[src/rtl/cnt_int_timer_pkg.sv]
// Shared definitions for the counter-interrupt timer block.
//   NUM_CNT_CH  number of programmable down-counter channels
//   StIdle/StService  service FSM encoding (1 bit, legacy-compatible)
//   CH0/CH1     channel identifiers as carried on int_cause / cnt_int_sel
//   pick_cause  fixed-priority pick of the channel to service (ch0 first)
package timer_pkg;

  localparam int unsigned NUM_CNT_CH = 2;

  localparam logic StIdle    = 1'b0;
  localparam logic StService = 1'b1;

  localparam logic CH0 = 1'b0;
  localparam logic CH1 = 1'b1;

  // Caller guarantees at least one bit of pend is set.
  function automatic logic pick_cause(input logic [NUM_CNT_CH-1:0] pend);
    return pend[0] ? CH0 : CH1;
  endfunction

endpackage

[src/rtl/cnt_int_timer_if.sv]
// Signal bundle between the D-stage controller and the counter-interrupt timer.
//   controller -> timer : stallD, cnt_int, cnt_int_sel, cnt_int_disable, period_D, rti
//   timer -> controller : int_en1, int_cause, in_service, pending, overrun
// modport master is the controller side, modport slave is the timer side.
interface cnt_int_timer_if #(
  parameter int unsigned CNT_W = 32
) ();

  logic                                stallD;
  logic                                cnt_int;
  logic                                cnt_int_sel;
  logic                                cnt_int_disable;
  logic [CNT_W-1:0]                    period_D;
  logic                                rti;
  logic                                int_en1;
  logic                                int_cause;
  logic                                in_service;
  logic [timer_pkg::NUM_CNT_CH-1:0]    pending;
  logic [timer_pkg::NUM_CNT_CH-1:0]    overrun;

  modport master (
    output stallD, cnt_int, cnt_int_sel, cnt_int_disable, period_D, rti,
    input  int_en1, int_cause, in_service, pending, overrun
  );

  modport slave (
    input  stallD, cnt_int, cnt_int_sel, cnt_int_disable, period_D, rti,
    output int_en1, int_cause, in_service, pending, overrun
  );

endinterface

[src/rtl/cnt_int_channel.sv]
// One programmable periodic down-counter channel.
//   clk, reset  core clock, asynchronous active-high reset
//   tick        prescaler tick; the counter only moves on ticks
//   prog        load period/count from period_in (period 0 leaves the channel disabled)
//   dis         disable the channel, keeping period and count
//   period_in   period operand for prog
//   expire      combinational: this tick reloads the counter (the channel fired)
// prog/dis take precedence over a coincident expiry, so an instruction that
// lands on the expiry cycle suppresses that expiry.
module cnt_int_channel #(
  parameter int unsigned CNT_W = 32
) (
  input  logic             clk,
  input  logic             reset,
  input  logic             tick,
  input  logic             prog,
  input  logic             dis,
  input  logic [CNT_W-1:0] period_in,
  output logic             expire
);

  logic [CNT_W-1:0] period_q, period_d;
  logic [CNT_W-1:0] count_q, count_d;
  logic             en_q, en_d;

  always_comb begin
    period_d = period_q;
    count_d  = count_q;
    en_d     = en_q;
    expire   = 1'b0;
    if (prog) begin
      period_d = period_in;
      count_d  = period_in;
      en_d     = (period_in != '0);
    end else if (dis) begin
      en_d = 1'b0;
    end else if (tick && en_q) begin
      // An enabled channel always has count >= 1, so the decrement never wraps.
      if (count_q == CNT_W'(1)) begin
        count_d = period_q;
        expire  = 1'b1;
      end else begin
        count_d = count_q - CNT_W'(1);
      end
    end
  end

  always_ff @(posedge clk or posedge reset) begin
    if (reset) begin
      period_q <= '0;
      count_q  <= '0;
      en_q     <= 1'b0;
    end else begin
      period_q <= period_d;
      count_q  <= count_d;
      en_q     <= en_d;
    end
  end

endmodule

[src/rtl/cnt_int_timer.sv]
// Counter-interrupt responder sitting beside the D-stage controller.
// Two periodic down-counters raise pending bits; a one-bit service FSM takes
// one pending interrupt at a time (ch0 priority), pulsing int_en1 for exactly
// one cycle, and holds it in service until rti retires it.
//   clk, reset  core clock, asynchronous active-high reset
//   bus         cnt_int_timer_if.slave (instruction inputs, interrupt outputs)
// Parameters:
//   CNT_W     counter/period width
//   PRESCALE  core clocks per counter tick (>= 1)
module cnt_int_timer
  import timer_pkg::*;
#(
  parameter int unsigned CNT_W    = 32,
  parameter int unsigned PRESCALE = 1
) (
  input  logic            clk,
  input  logic            reset,
  cnt_int_timer_if.slave  bus
);

  localparam int unsigned PW = (PRESCALE > 1) ? $clog2(PRESCALE) : 1;

  // Prescaler
  logic [PW-1:0] presc_q, presc_d;
  logic          tick;

  assign tick    = (presc_q == PW'(PRESCALE - 1));
  assign presc_d = tick ? '0 : presc_q + PW'(1);

  always_ff @(posedge clk or posedge reset) begin
    if (reset) begin
      presc_q <= '0;
    end else begin
      presc_q <= presc_d;
    end
  end

  // Instruction decode; nothing acts while D is stalled.
  logic                  act;
  logic [NUM_CNT_CH-1:0] ch_prog;
  logic [NUM_CNT_CH-1:0] ch_dis;
  logic [NUM_CNT_CH-1:0] ch_expire;

  assign act = bus.cnt_int & ~bus.stallD;

  for (genvar g = 0; g < NUM_CNT_CH; g++) begin : g_ch
    assign ch_prog[g] = act & ~bus.cnt_int_disable & (bus.cnt_int_sel == 1'(g));
    assign ch_dis[g]  = act &  bus.cnt_int_disable & (bus.cnt_int_sel == 1'(g));

    cnt_int_channel #(
      .CNT_W (CNT_W)
    ) u_ch (
      .clk       (clk),
      .reset     (reset),
      .tick      (tick),
      .prog      (ch_prog[g]),
      .dis       (ch_dis[g]),
      .period_in (bus.period_D),
      .expire    (ch_expire[g])
    );
  end

  // Service FSM, pending and overrun tracking
  logic                  state_q, state_d;
  logic                  cause_q, cause_d;
  logic [NUM_CNT_CH-1:0] pending_q, pending_d;
  logic [NUM_CNT_CH-1:0] overrun_q, overrun_d;
  logic                  take;

  assign take = (state_q == StIdle) && (|pending_q) && !bus.stallD && !bus.rti;

  always_comb begin
    state_d   = state_q;
    cause_d   = cause_q;
    pending_d = pending_q;
    overrun_d = overrun_q;

    unique case (state_q)
      StIdle: begin
        if (take) begin
          state_d            = StService;
          cause_d            = pick_cause(pending_q);
          pending_d[cause_d] = 1'b0;
        end
      end
      StService: begin
        if (bus.rti && !bus.stallD) begin
          state_d = StIdle;
        end
      end
      default: state_d = StIdle;
    endcase

    // Applied after the take: an expiry on the channel being taken this cycle
    // is a fresh pending, not an overrun.
    for (int i = 0; i < NUM_CNT_CH; i++) begin
      if (ch_prog[i]) begin
        pending_d[i] = 1'b0;
        overrun_d[i] = 1'b0;
      end else if (ch_dis[i]) begin
        pending_d[i] = 1'b0;
      end else if (ch_expire[i]) begin
        if (pending_d[i]) begin
          overrun_d[i] = 1'b1;
        end
        pending_d[i] = 1'b1;
      end
    end
  end

  always_ff @(posedge clk or posedge reset) begin
    if (reset) begin
      state_q   <= StIdle;
      cause_q   <= CH0;
      pending_q <= '0;
      overrun_q <= '0;
    end else begin
      state_q   <= state_d;
      cause_q   <= cause_d;
      pending_q <= pending_d;
      overrun_q <= overrun_d;
    end
  end

  assign bus.int_en1    = take;
  assign bus.int_cause  = cause_q;
  assign bus.in_service = (state_q == StService);
  assign bus.pending    = pending_q;
  assign bus.overrun    = overrun_q;

endmodule

[src/flat_wrapper.sv]
// flat-port wrapper written by rule: the top's interface ports become plain ports
module cnt_int_timer_flat import timer_pkg::*;
#(
  parameter int unsigned CNT_W    = 32,
  parameter int unsigned PRESCALE = 1
)
  (clk, reset, bus_stallD, bus_cnt_int, bus_cnt_int_sel, bus_cnt_int_disable, bus_period_D, bus_rti, bus_int_en1, bus_int_cause, bus_in_service, bus_pending, bus_overrun);
  cnt_int_timer_if #(.CNT_W(CNT_W)) bus_i ();
  input  logic clk;
  input  logic reset;
  input wire logic [$bits(bus_i.stallD)-1:0] bus_stallD;
  input wire logic [$bits(bus_i.cnt_int)-1:0] bus_cnt_int;
  input wire logic [$bits(bus_i.cnt_int_sel)-1:0] bus_cnt_int_sel;
  input wire logic [$bits(bus_i.cnt_int_disable)-1:0] bus_cnt_int_disable;
  input wire logic [$bits(bus_i.period_D)-1:0] bus_period_D;
  input wire logic [$bits(bus_i.rti)-1:0] bus_rti;
  output wire logic [$bits(bus_i.int_en1)-1:0] bus_int_en1;
  output wire logic [$bits(bus_i.int_cause)-1:0] bus_int_cause;
  output wire logic [$bits(bus_i.in_service)-1:0] bus_in_service;
  output wire logic [$bits(bus_i.pending)-1:0] bus_pending;
  output wire logic [$bits(bus_i.overrun)-1:0] bus_overrun;
  assign bus_i.stallD = bus_stallD;
  assign bus_i.cnt_int = bus_cnt_int;
  assign bus_i.cnt_int_sel = bus_cnt_int_sel;
  assign bus_i.cnt_int_disable = bus_cnt_int_disable;
  assign bus_i.period_D = bus_period_D;
  assign bus_i.rti = bus_rti;
  assign bus_int_en1 = bus_i.int_en1;
  assign bus_int_cause = bus_i.int_cause;
  assign bus_in_service = bus_i.in_service;
  assign bus_pending = bus_i.pending;
  assign bus_overrun = bus_i.overrun;
  cnt_int_timer #(.CNT_W(CNT_W), .PRESCALE(PRESCALE)) u_core (.clk(clk), .reset(reset), .bus(bus_i));
endmodule
[config.mk]
export PLATFORM = sky130hd
export DESIGN_NAME = cnt_int_timer_flat
export DESIGN_NICKNAME = d
export VERILOG_FILES = /design/src/rtl/cnt_int_timer_pkg.sv /design/src/rtl/cnt_int_timer_if.sv /design/src/rtl/cnt_int_channel.sv /design/src/rtl/cnt_int_timer.sv /design/src/flat_wrapper.sv
export SDC_FILE = /design/constraint.sdc
export NUM_CORES = 1
export LEC_CHECK = 0
export CORE_MARGIN = 2
export CORE_UTILIZATION = 40
export DETAILED_ROUTE_END_ITERATION = 12
export GPL_ROUTABILITY_DRIVEN = 0
export PLACE_DENSITY = 0.59
export REMOVE_ABC_BUFFERS = 1
export SYNTH_ARGS = -nofsm -noshare
export SYNTH_HDL_FRONTEND = slang
export SYNTH_SLANG_ARGS = --single-unit
[constraint.sdc]
create_clock -name clk -period 5.6 [get_ports clk]
set_input_delay 0.84 -clock clk [delete_from_list [all_inputs] [get_ports clk]]
set_output_delay 0.84 -clock clk [all_outputs]
set_load 0.005 [all_outputs]
## Word-level counts from Yosys, hierarchy flattened

Cells that the tools add are included.

- Register bits: 137
- Bits in latches: 0
- Memory bits (writable): 0
- ROM bits: 0
- Input port bits: 39
- Output and inout bits: 7
- Memories kept: 0

- Add/sub/neg operators: 3
- $mul: 0
- Div/mod/pow operators: 0
- Order comparisons: 2
- Equality and inequality tests: 4
- Shift-type cells: 0
- Mux-type cells: 43
- Bitwise operators: 14
- Reductions and logical operators: 24

Operator list:

| cell | count |
|---|---|
| $mux W32 | 8 |
| $eq A32 B1 Y1 const B | 2 |
| $sub A32 B1 Y32 const B | 2 |
| $reduce_bool A32 Y1 | 1 |
| $mux W1 | 31 |
| $reduce_bool A2 Y1 | 8 |
| $and A1 B1 Y1 | 7 |
| $logic_and A1 B1 Y1 | 7 |
| $reduce_and A2 Y1 | 3 |
| $reduce_and A3 Y1 | 2 |
| $not A1 Y1 | 5 |
| $mux W2 | 2 |
| $ne A2 B2 Y1 const B | 2 |
| $and A2 B2 Y2 | 1 |
| $logic_not A1 Y1 | 2 |
| $lt A1 B2 Y1 const B | 1 |
| $not A2 Y2 | 1 |
| $pmux W1 S2 | 1 |
| $reduce_or A2 Y1 | 1 |
| $add A1 B1 Y1 const B | 1 |
| $demux W1 S1 | 1 |
| $ge A1 B1 Y1 const B | 1 |

## Longest topological paths before layout

Gate-level depths: netlist (run 1).

- Word-level depth: 13
- Gate-level depth with buffers: 10
- Gate-level depth less buffers: 8

## By module

From an unflattened synthesis (run 1), not the netlist that was laid out.

- Cell total of the unflattened synthesis: 784
- Area, all modules: 7626.1 um^2

By module, submodules not included:

| module | times used | cells each | area each (um^2) |
|---|---|---|---|
| cnt_int_channel (u_core.g_ch[1].u_ch) | 1 | 377 | 3697.3 |
| cnt_int_channel (u_core.g_ch[0].u_ch) | 1 | 375 | 3627.2 |
| cnt_int_timer | 1 | 32 | 301.5 |

## Worst setup path before layout (run 1)

OpenSTA, ideal clock, no wires.

- Kind: register to register
- Start point: register u_core.g_ch[1].u_ch.count_q[0]
- End point: register u_core.g_ch[1].u_ch.count_q[26]
- Setup time: 0.126 ns
- Arrival: 2.538 ns
- Path slack: 2.936 ns
- Cell stages (with the launch flop): 11
- Cell sequence: dfrtp_1 -> inv_1 -> ha_1 -> or3b_2 -> clkbuf_1 -> or4_1 -> clkbuf_1 -> nor4_1 -> xnor2_1 -> a211oi_1 -> a221o_1

- Longest elaborated chain between the ends: 5

Ends and longest elaborated chain:

| element | RTL line | text |
|---|---|---|
| start, declared | cnt_int_channel.sv:23 | `logic [CNT_W-1:0] count_q, count_d;` |
| start signal, assigned | cnt_int_channel.sv:55 | `count_q <= count_d;` |
| $sub A32 B1 Y32 or $eq A32 B1 Y1 (tied branches) | cnt_int_channel.sv:43, cnt_int_channel.sv:39 |  |
| $mux W32 * | cnt_int_channel.sv:39 | `if (count_q == CNT_W'(1)) begin` |
| $mux W32 * | cnt_int_channel.sv:37 | `end else if (tick && en_q) begin` |
| $mux W32 * | cnt_int_channel.sv:35 | `end else if (dis) begin` |
| $mux W32 * | cnt_int_channel.sv:31 | `if (prog) begin` |

Mark *: on every way between the ends. The rest lies on a longest branch, timed or not. The select of a mux whose other input is x is not followed.
A chain may end at the register's enable or synchronous reset.

## Worst setup path in the final report (run 1)

- Start point: register u_core.g_ch[1].u_ch.count_q[24]
- End point: register u_core.g_ch[1].u_ch.count_q[28]

Same word-level chain as after synthesis.

==> results.py, run 1 <==
metrics = {
    "clock_tree": {
        "cts_max_level": 4,
        "cts_resized": 0,
        "post-cts-setup-buffers": 0,
        "insertion_delay_ps": 430,
        "numClockSinks": 136,
        "path_clk_slew_ps": 60,
        "numCtsBuffers": 17,
        "cts_hold_buf": 0,
        "cts_max_path_buffers": 2,
        "cts_tree": "yes",
        "clockRootBuffer": "clkbuf_16",
    },
    "critical_path": {
        "r2r_slack_ps": 2480,
        "cpLargestDelayFamily": "simple AND/OR/NAND/NOR gates",
        "crit_top_cell": "or4_4",
        "cpPeakStageDelay_ps": 940,
        "cp_num_buf_inv": 0,
        "worst-path-max-fanout": 18,
        "cp.arrival_ps": 3430,
        "cp-end-kind": "flip-flop",
        "slowest_stage": "or4_1",
        "path_cells": "or4_4 -> or4_4 -> or4_1 -> nor2_1 -> a211oi_1 -> a221o_1",
        "worstPathRequired_ps": 5910,
        "crit_path_start_kind": "flip-flop",
        "critPathKind": "reg -> reg",
    },
    "placed_design": {
        "numPortBuffers": 45,
        "hpwl_mm": 13.5,
        "placed_area_um2": 7850,
    },
    "power_and_ir_drop": {
        "power_mw": 3.59,
        "peakVddDrop_mv": 0.294,
        "internal_power_mw": 2.32,
        "power_frac_comb_pct": 24.9,
        "power_per_cell_area_nw_per_um2": 426,
        "p_switching_mw": 1.26,
        "leakage_nw": 3.62,
        "clkPwrFrac_pct": 30.0,
        "swShare_pct": 35.2,
        "p_seq_share_pct": 45.1,
    },
    "detailed_routing": {
        "route.detailed.drc": 0,
        "wl_mm": 20.5,
        "wl_per_cell_um": 18.2,
        "vias_per_cell": 5.62,
        "num_vias": 6321,
        "ant_nets": 0,
        "dr.first_iter.drc_count": 547,
        "dr.pass1.iters": 7,
    },
    "timing": {
        "tightest_slew_ps": 1010,
        "hold_viol": 0,
        "fin_crit_sh_pct": 55.7,
        "fin_crit_ps": 3120,
        "tns_ps": 0,
        "relSlewSlack_pct": 32.4,
        "slew_viol_final": 0,
        "fmax_mhz": 320,
        "setup_viol": 0,
        "clock-skew-final_ps": 8.40,
        "rsz0062_at_grt": "no",
    },
    "global_route": {
        "grt_pass1_vias": 5999,
        "grt_max_degree": 95,
        "antenna_found_initial": 0,
        "grt_util_all_layers_pct": 21.9,
        "grt_pass1_wl_mm": 33.3,
        "gr-total-overflow": 0,
    },
    "logic_synthesis": {
        "synthAdderAreaFrac_pct": 0.692,
        "ys_seq_area_share_pct": 47.0,
        "ys_types": 56,
        "synth_top_family_by_area": "simple AND/OR/NAND/NOR gates",
        "syn-instance-count": 860,
        "yosys_warnings": 0,
        "synth_seq_cells": 136,
        "synth_area_um2": 7230,
        "synth-simple-area-share_pct": 27.2,
        "synth_xor_area_share_pct": 5.08,
        "synth_edf_count": 0,
        "synth_compound_area_share_pct": 15.6,
        "synth.area.mux_share_pct": 0.830,
        "synth.avg_cell_area_um2": 8.41,
        "synthArstFlopShare_pct": 100,
        "ys.flop_type": "dfrtp_1",
    },
    "run_status": {
        "status": "finished clean",
    },
    "final_layout": {
        "area_growth_pct": 16.3,
        "num-fill-cells": 1756,
        "drive_above_1_share_pct": 6.15,
        "design_area_um2": 8410,
        "nNetsFinal": 925,
        "antenna_cells": 0,
    },
    "floorplan": {
        "die_w_um": 138,
        "fp.dieH_um": 138,
        "dieArea_um2": 19200,
        "core_um2": 17800,
        "initial_core_util_pct": 40.5,
        "row_count": 49,
        "io_pins": 46,
    },
    "run": {
        "drv_cap": 0,
    },
    "hold_path": {
        "hold_class": "reg -> reg",
    },
}
tightest hold or removal path: stages, from the launching register on:
cell,delay [ps]
dfrtp_1,330
nand2_1,50
nand2_1,50
layout make-up:
| cell class | instances | area (um^2) | share of cell area [%] |
|---|---|---|---|
| well taps | 229 | 287 | 3.41 |
| multi-input cells | 662 | 3590 | 42.7 |
| repair buffers | 56 | 533 | 6.33 |
| clock buffers | 22 | 464 | 5.52 |
| clock inverters | 10 | 96.3 | 1.14 |
| inverters | 9 | 38.8 | 0.461 |
| flip-flops and latches | 136 | 3400 | 40.4 |
power groups by stage:
stage               logic (mW)  clock network (mW)  registers (mW)
finish                   0.894                1.08            1.62
global placement         0.879                   0            1.62
floorplan                0.678                   0            1.53
global route              1.02                1.14            1.66
CTS                      0.900                1.10            1.61
detailed placement       0.894                   0            1.62
cells by family (layout without fill, tap and decap cells):
family / after synthesis / after routing
compound gates: 176 / 176
xor+xnor: 42 / 42
fa+ha+maj: 4 / 4
buf+inv: 62 / 97
flops: 136 / 136
mux: 6 / 6
simple gates: 434 / 434
flip-flops by register name, indices dropped and copies added (netlist names):
register / count
u_core.bus.pending: 2
u_core.g_ch.u_ch.en_q: 2
u_core.bus.in_service: 1
u_core.g_ch.u_ch.period_q: 64
u_core.bus.overrun: 2
u_core.bus.int_cause: 1
u_core.g_ch.u_ch.count_q: 64
synth_stat cells, types with 5 or more instances:
master / count / share of area (%)
buf_2: 5 / 0.35
nor3_1: 21 / 1.5
a21oi_1: 34 / 2.4
or4_1: 15 / 1.6
o21ai_0: 41 / 2.8
nor2_1: 64 / 3.3
inv_1: 9 / 0.47
o311ai_0: 7 / 0.85
xnor2_1: 18 / 2.2
buf_1: 6 / 0.31
a211oi_1: 15 / 1.6
or3_1: 7 / 0.61
dfrtp_1: 136 / 47
a221o_1: 9 / 1.2
clkbuf_1: 40 / 2.1
o22ai_1: 32 / 2.8
nand2_1: 248 / 13
nand4_1: 7 / 0.61
o211ai_1: 6 / 0.62
xor2_1: 24 / 2.9
nand3_1: 17 / 1.2
o21ai_1: 5 / 0.35
nor4_1: 26 / 2.2
mux2i_1: 6 / 0.83
metrics by stage:
| stage | util (%) | worst slack [ps] | std cells | hold WS (ps) |
|---|---|---|---|---|
| 6_report | 47.2 | 2480 | 1124 | 467 |
| 5_1_grt | 47.2 | 2260 | 1124 | 491 |
| 4_1_cts | 47.2 | 2470 | 1124 | 472 |
| 3_5_place_dp | 44.0 | 2300 | 1092 | 458 |
| 3_3_place_gp | 44.0 | 2360 | 1092 | 452 |
| 2_1_floorplan | - | 1120 | 807 | 440 |
cells in the final DEF, fill, tap and decap left out, types with 17 or more instances in the layout:
cell,instances
a21oi_1,34
nor3_1,20
dfrtp_1,136
xor2_1,24
clkdlybuf4s50_1,45
o21ai_0,41
nor4_1,25
nor2_1,63
clkbuf_16,17
nand2_1,248
xnor2_1,18
nand3_1,17
o22ai_1,32
routing by layer:
| metal | share of wire (%) | vias to the layer above | global-route usage, % |
|---|---|---|---|
| li1 | - | 3095 | - |
| met1 | 48 | 3088 | 31.7 |
| met2 | 47 | 115 | 33.9 |
| met3 | 3.9 | 23 | 4.05 |
| met4 | 1.1 | 0 | 5.96 |
| met5 | 0 | - | 0 |
path summary, 6_finish.rpt:
check | startpoint | end | cells after the start
max | u_core.g_ch[1].u_ch.count_q[24] | u_core.g_ch[1].u_ch.count_q[28] | 6
min | u_core.g_ch[0].u_ch.period_q[30] | u_core.g_ch[0].u_ch.period_q[30] | 2
max reg2reg | u_core.g_ch[1].u_ch.count_q[24] | u_core.g_ch[1].u_ch.count_q[28] | 6
min reg2reg | u_core.g_ch[0].u_ch.period_q[30] | u_core.g_ch[0].u_ch.period_q[30] | 2
max in group asynchronous | reset | u_core.g_ch[0].u_ch.period_q[27] | 3
min in group asynchronous | reset | u_core.g_ch[0].u_ch.period_q[7] | 2
No activity file was read; power rests on OpenSTA's default activity.
==> run 2, diff against run 1 <==
==> constraint.sdc (replaced) <==
create_clock -name clk -period 3.02 [get_ports clk]
set_input_delay 0.453 -clock clk [delete_from_list [all_inputs] [get_ports clk]]
set_output_delay 0.453 -clock clk [all_outputs]
set_load 0.005 [all_outputs]
==> results.py, run 2 (synthesis gave the netlist of run 1 again) <==
metrics = {
    "run_status": {
        "status": "finished clean",
    },
    "final_layout": {
        "nNetsFinal": 953,
        "drive_above_1_share_pct": 8.24,
        "post-route-util_pct": 48.3,
        "antenna_cells": 0,
        "final_cell_mix": "nand2_1 (248), dfrtp_1 (136), nor2_1 (63)",
        "final_common_cell": "nand2_1",
        "area_growth_pct": 19.1,
        "top_regs": "u_core.g_ch.u_ch.count_q x64, u_core.g_ch.u_ch.period_q x64",
        "num-fill-cells": 1715,
        "design_area_um2": 8620,
    },
    "critical_path": {
        "critPathKind": "reg -> reg",
        "cp.depth": 6,
        "cp-end-kind": "flip-flop",
        "path_cells": "or4_4 -> or4_4 -> or4_1 -> nor2_1 -> a211oi_1 -> a221o_1",
        "crit_top_cell": "or4_4",
        "slowest_stage": "or4_1",
        "critPathLaunch": "u_core.g_ch[1].u_ch.count_q[26]",
        "r2r_slack_ps": 180,
        "cp_num_buf_inv": 0,
        "cpLargestDelayFamily": "simple AND/OR/NAND/NOR gates",
        "cpPeakStageDelay_ps": 740,
        "cp-endpoint": "u_core.g_ch[1].u_ch.count_q[28]",
        "crit_path_start_kind": "flip-flop",
        "worst-path-max-fanout": 10,
        "cp.arrival_ps": 3140,
        "worstPathRequired_ps": 3320,
        "r2r_start": "u_core.g_ch[1].u_ch.count_q[26]",
        "r2r-end": "u_core.g_ch[1].u_ch.count_q[28]",
        "rr_worst_depth": 6,
    },
    "floorplan": {
        "io_pins": 46,
        "core_um2": 17800,
        "initial_core_util_pct": 40.5,
        "die_w_um": 138,
        "fp.dieH_um": 138,
        "dieArea_um2": 19200,
        "row_count": 49,
    },
    "clock_tree": {
        "cts_tree": "yes",
        "cts_max_level": 4,
        "numCtsBuffers": 17,
        "numClockSinks": 136,
        "insertion_delay_ps": 420,
        "cts_resized": 0,
        "cts_hold_buf": 0,
        "post-cts-setup-buffers": 0,
        "path_clk_slew_ps": 60,
        "cts_max_path_buffers": 2,
        "clockRootBuffer": "clkbuf_16",
    },
    "global_route": {
        "antenna_found_initial": 0,
        "gr-total-overflow": 0,
        "grt_pass1_wl_mm": 35.0,
        "grt_max_degree": 58,
        "grt_util_all_layers_pct": 22.9,
        "grt_pass1_vias": 6361,
    },
    "power_and_ir_drop": {
        "power_per_cell_area_nw_per_um2": 767,
        "peakVddDrop_mv": 0.420,
        "clkPwrFrac_pct": 27.8,
        "swShare_pct": 34.9,
        "p_switching_mw": 2.31,
        "leakage_nw": 3.75,
        "power_frac_comb_pct": 26.9,
        "p_seq_share_pct": 45.3,
        "internal_power_mw": 4.30,
    },
    "detailed_routing": {
        "wl_per_cell_um": 18.3,
        "num_vias": 6459,
        "route.detailed.drc": 0,
        "vias_per_cell": 5.61,
        "dr.pass1.iters": 7,
        "wl_mm": 21.1,
        "ant_nets": 0,
        "dr.first_iter.drc_count": 468,
    },
    "timing": {
        "fmax_mhz": 353,
        "clock-skew-final_ps": 6.14,
        "tightest_slew_ps": 829,
        "hold_viol": 0,
        "timing.hold.ws_ps": 468,
        "fin_crit_ps": 2840,
        "fin_crit_sh_pct": 93.9,
        "slew_viol_final": 0,
        "relSlewSlack_pct": 44.5,
        "setup_viol": 0,
        "rsz0062_at_grt": "no",
    },
    "placed_design": {
        "hpwl_mm": 14.6,
        "numPortBuffers": 45,
        "placed_area_um2": 8110,
    },
    "hold_path": {
        "hold_class": "in -> async",
    },
    "run": {
        "drv_cap": 0,
    },
}
run 2: changes by cell type in the layout (fill, tap and decap cells not counted):
cell and change:
bufinv_16 -1, clkbuf_1 +6, buf_4 +24, inv_6 -1, buf_12 +4, clkinvlp_4 -3, clkinv_4 -2
run 2: power groups by stage:
stage               sequential (mW)  combinational [mW]  clock [mW]
floorplan                      2.84                1.26           0
global placement               3.00                1.75           0
detailed placement             3.00                1.77           0
finish                         2.99                1.78        1.84
global route                   3.09                2.03        1.96
CTS                            2.98                1.78        1.87
run 2: layer usage:
metal  wire (um)  vias up  part of all wire, %  global-route usage, %
li1            -     3140                    -                      -
met1        9920     3128                   47                   32.6
met2        9990      166                   47                   36.0
met3         882       25                  4.2                   4.26
met4         276        0                  1.3                   6.39
met5           0        -                    0                      0
run 2: cell type report:
type	count	area, um^2	area share, %
well taps	229	287	3.32
repair buffers	84	793	9.20
clock inverters	3	17.5	0.203
inverters	9	38.8	0.450
multi-input cells	662	3590	41.7
clock buffers	28	487	5.65
flip-flops and latches	136	3400	39.5
run 2: worst min-delay path by stage:
stage | from | slack, ps | to
after floorplan | u_core.g_ch[0].u_ch.period_q[0] | 440 | u_core.g_ch[0].u_ch.period_q[0]
after global placement | u_core.g_ch[0].u_ch.period_q[31] | 450 | u_core.g_ch[0].u_ch.period_q[31]
after detailed placement | u_core.g_ch[0].u_ch.period_q[29] | 460 | u_core.g_ch[0].u_ch.period_q[29]
after CTS | u_core.g_ch[0].u_ch.period_q[29] | 470 | u_core.g_ch[0].u_ch.period_q[29]
after global routing | u_core.g_ch[0].u_ch.period_q[30] | 490 | u_core.g_ch[0].u_ch.period_q[30]
final | reset | 470 | u_core.g_ch[0].u_ch.period_q[6]
run 2: metrics by stage:
step	instances	setup TNS (ps)	setup slack, ps	total power [mW]
finish	1151	0	184	6.61
global route	1151	0	60.3	7.08
CTS	1151	0	193	6.63
detailed placement	1120	0	199	4.77
global placement	1120	0	244	4.74
floorplan	807	-154110	-1070	4.10
run 2: worst reg2reg max path, stage by stage (launching register included):
cell and delay, ps:
dfrtp_1 420, or4_4 570, or4_4 470, or4_1 740, nor2_1 180, a211oi_1 70, a221o_1 270
==> run 3, diff against run 2 <==
--- a/config.mk
+++ b/config.mk
@@ -8,7 +8,6 @@
 export CORE_MARGIN = 2
 export CORE_UTILIZATION = 40
 export DETAILED_ROUTE_END_ITERATION = 12
-export GPL_ROUTABILITY_DRIVEN = 0
 export PLACE_DENSITY = 0.59
 export REMOVE_ABC_BUFFERS = 1
 export SYNTH_ARGS = -nofsm -noshare
==> results of run 3 <==
The final DEF is identical to that of run 2; final timing and power are the same.
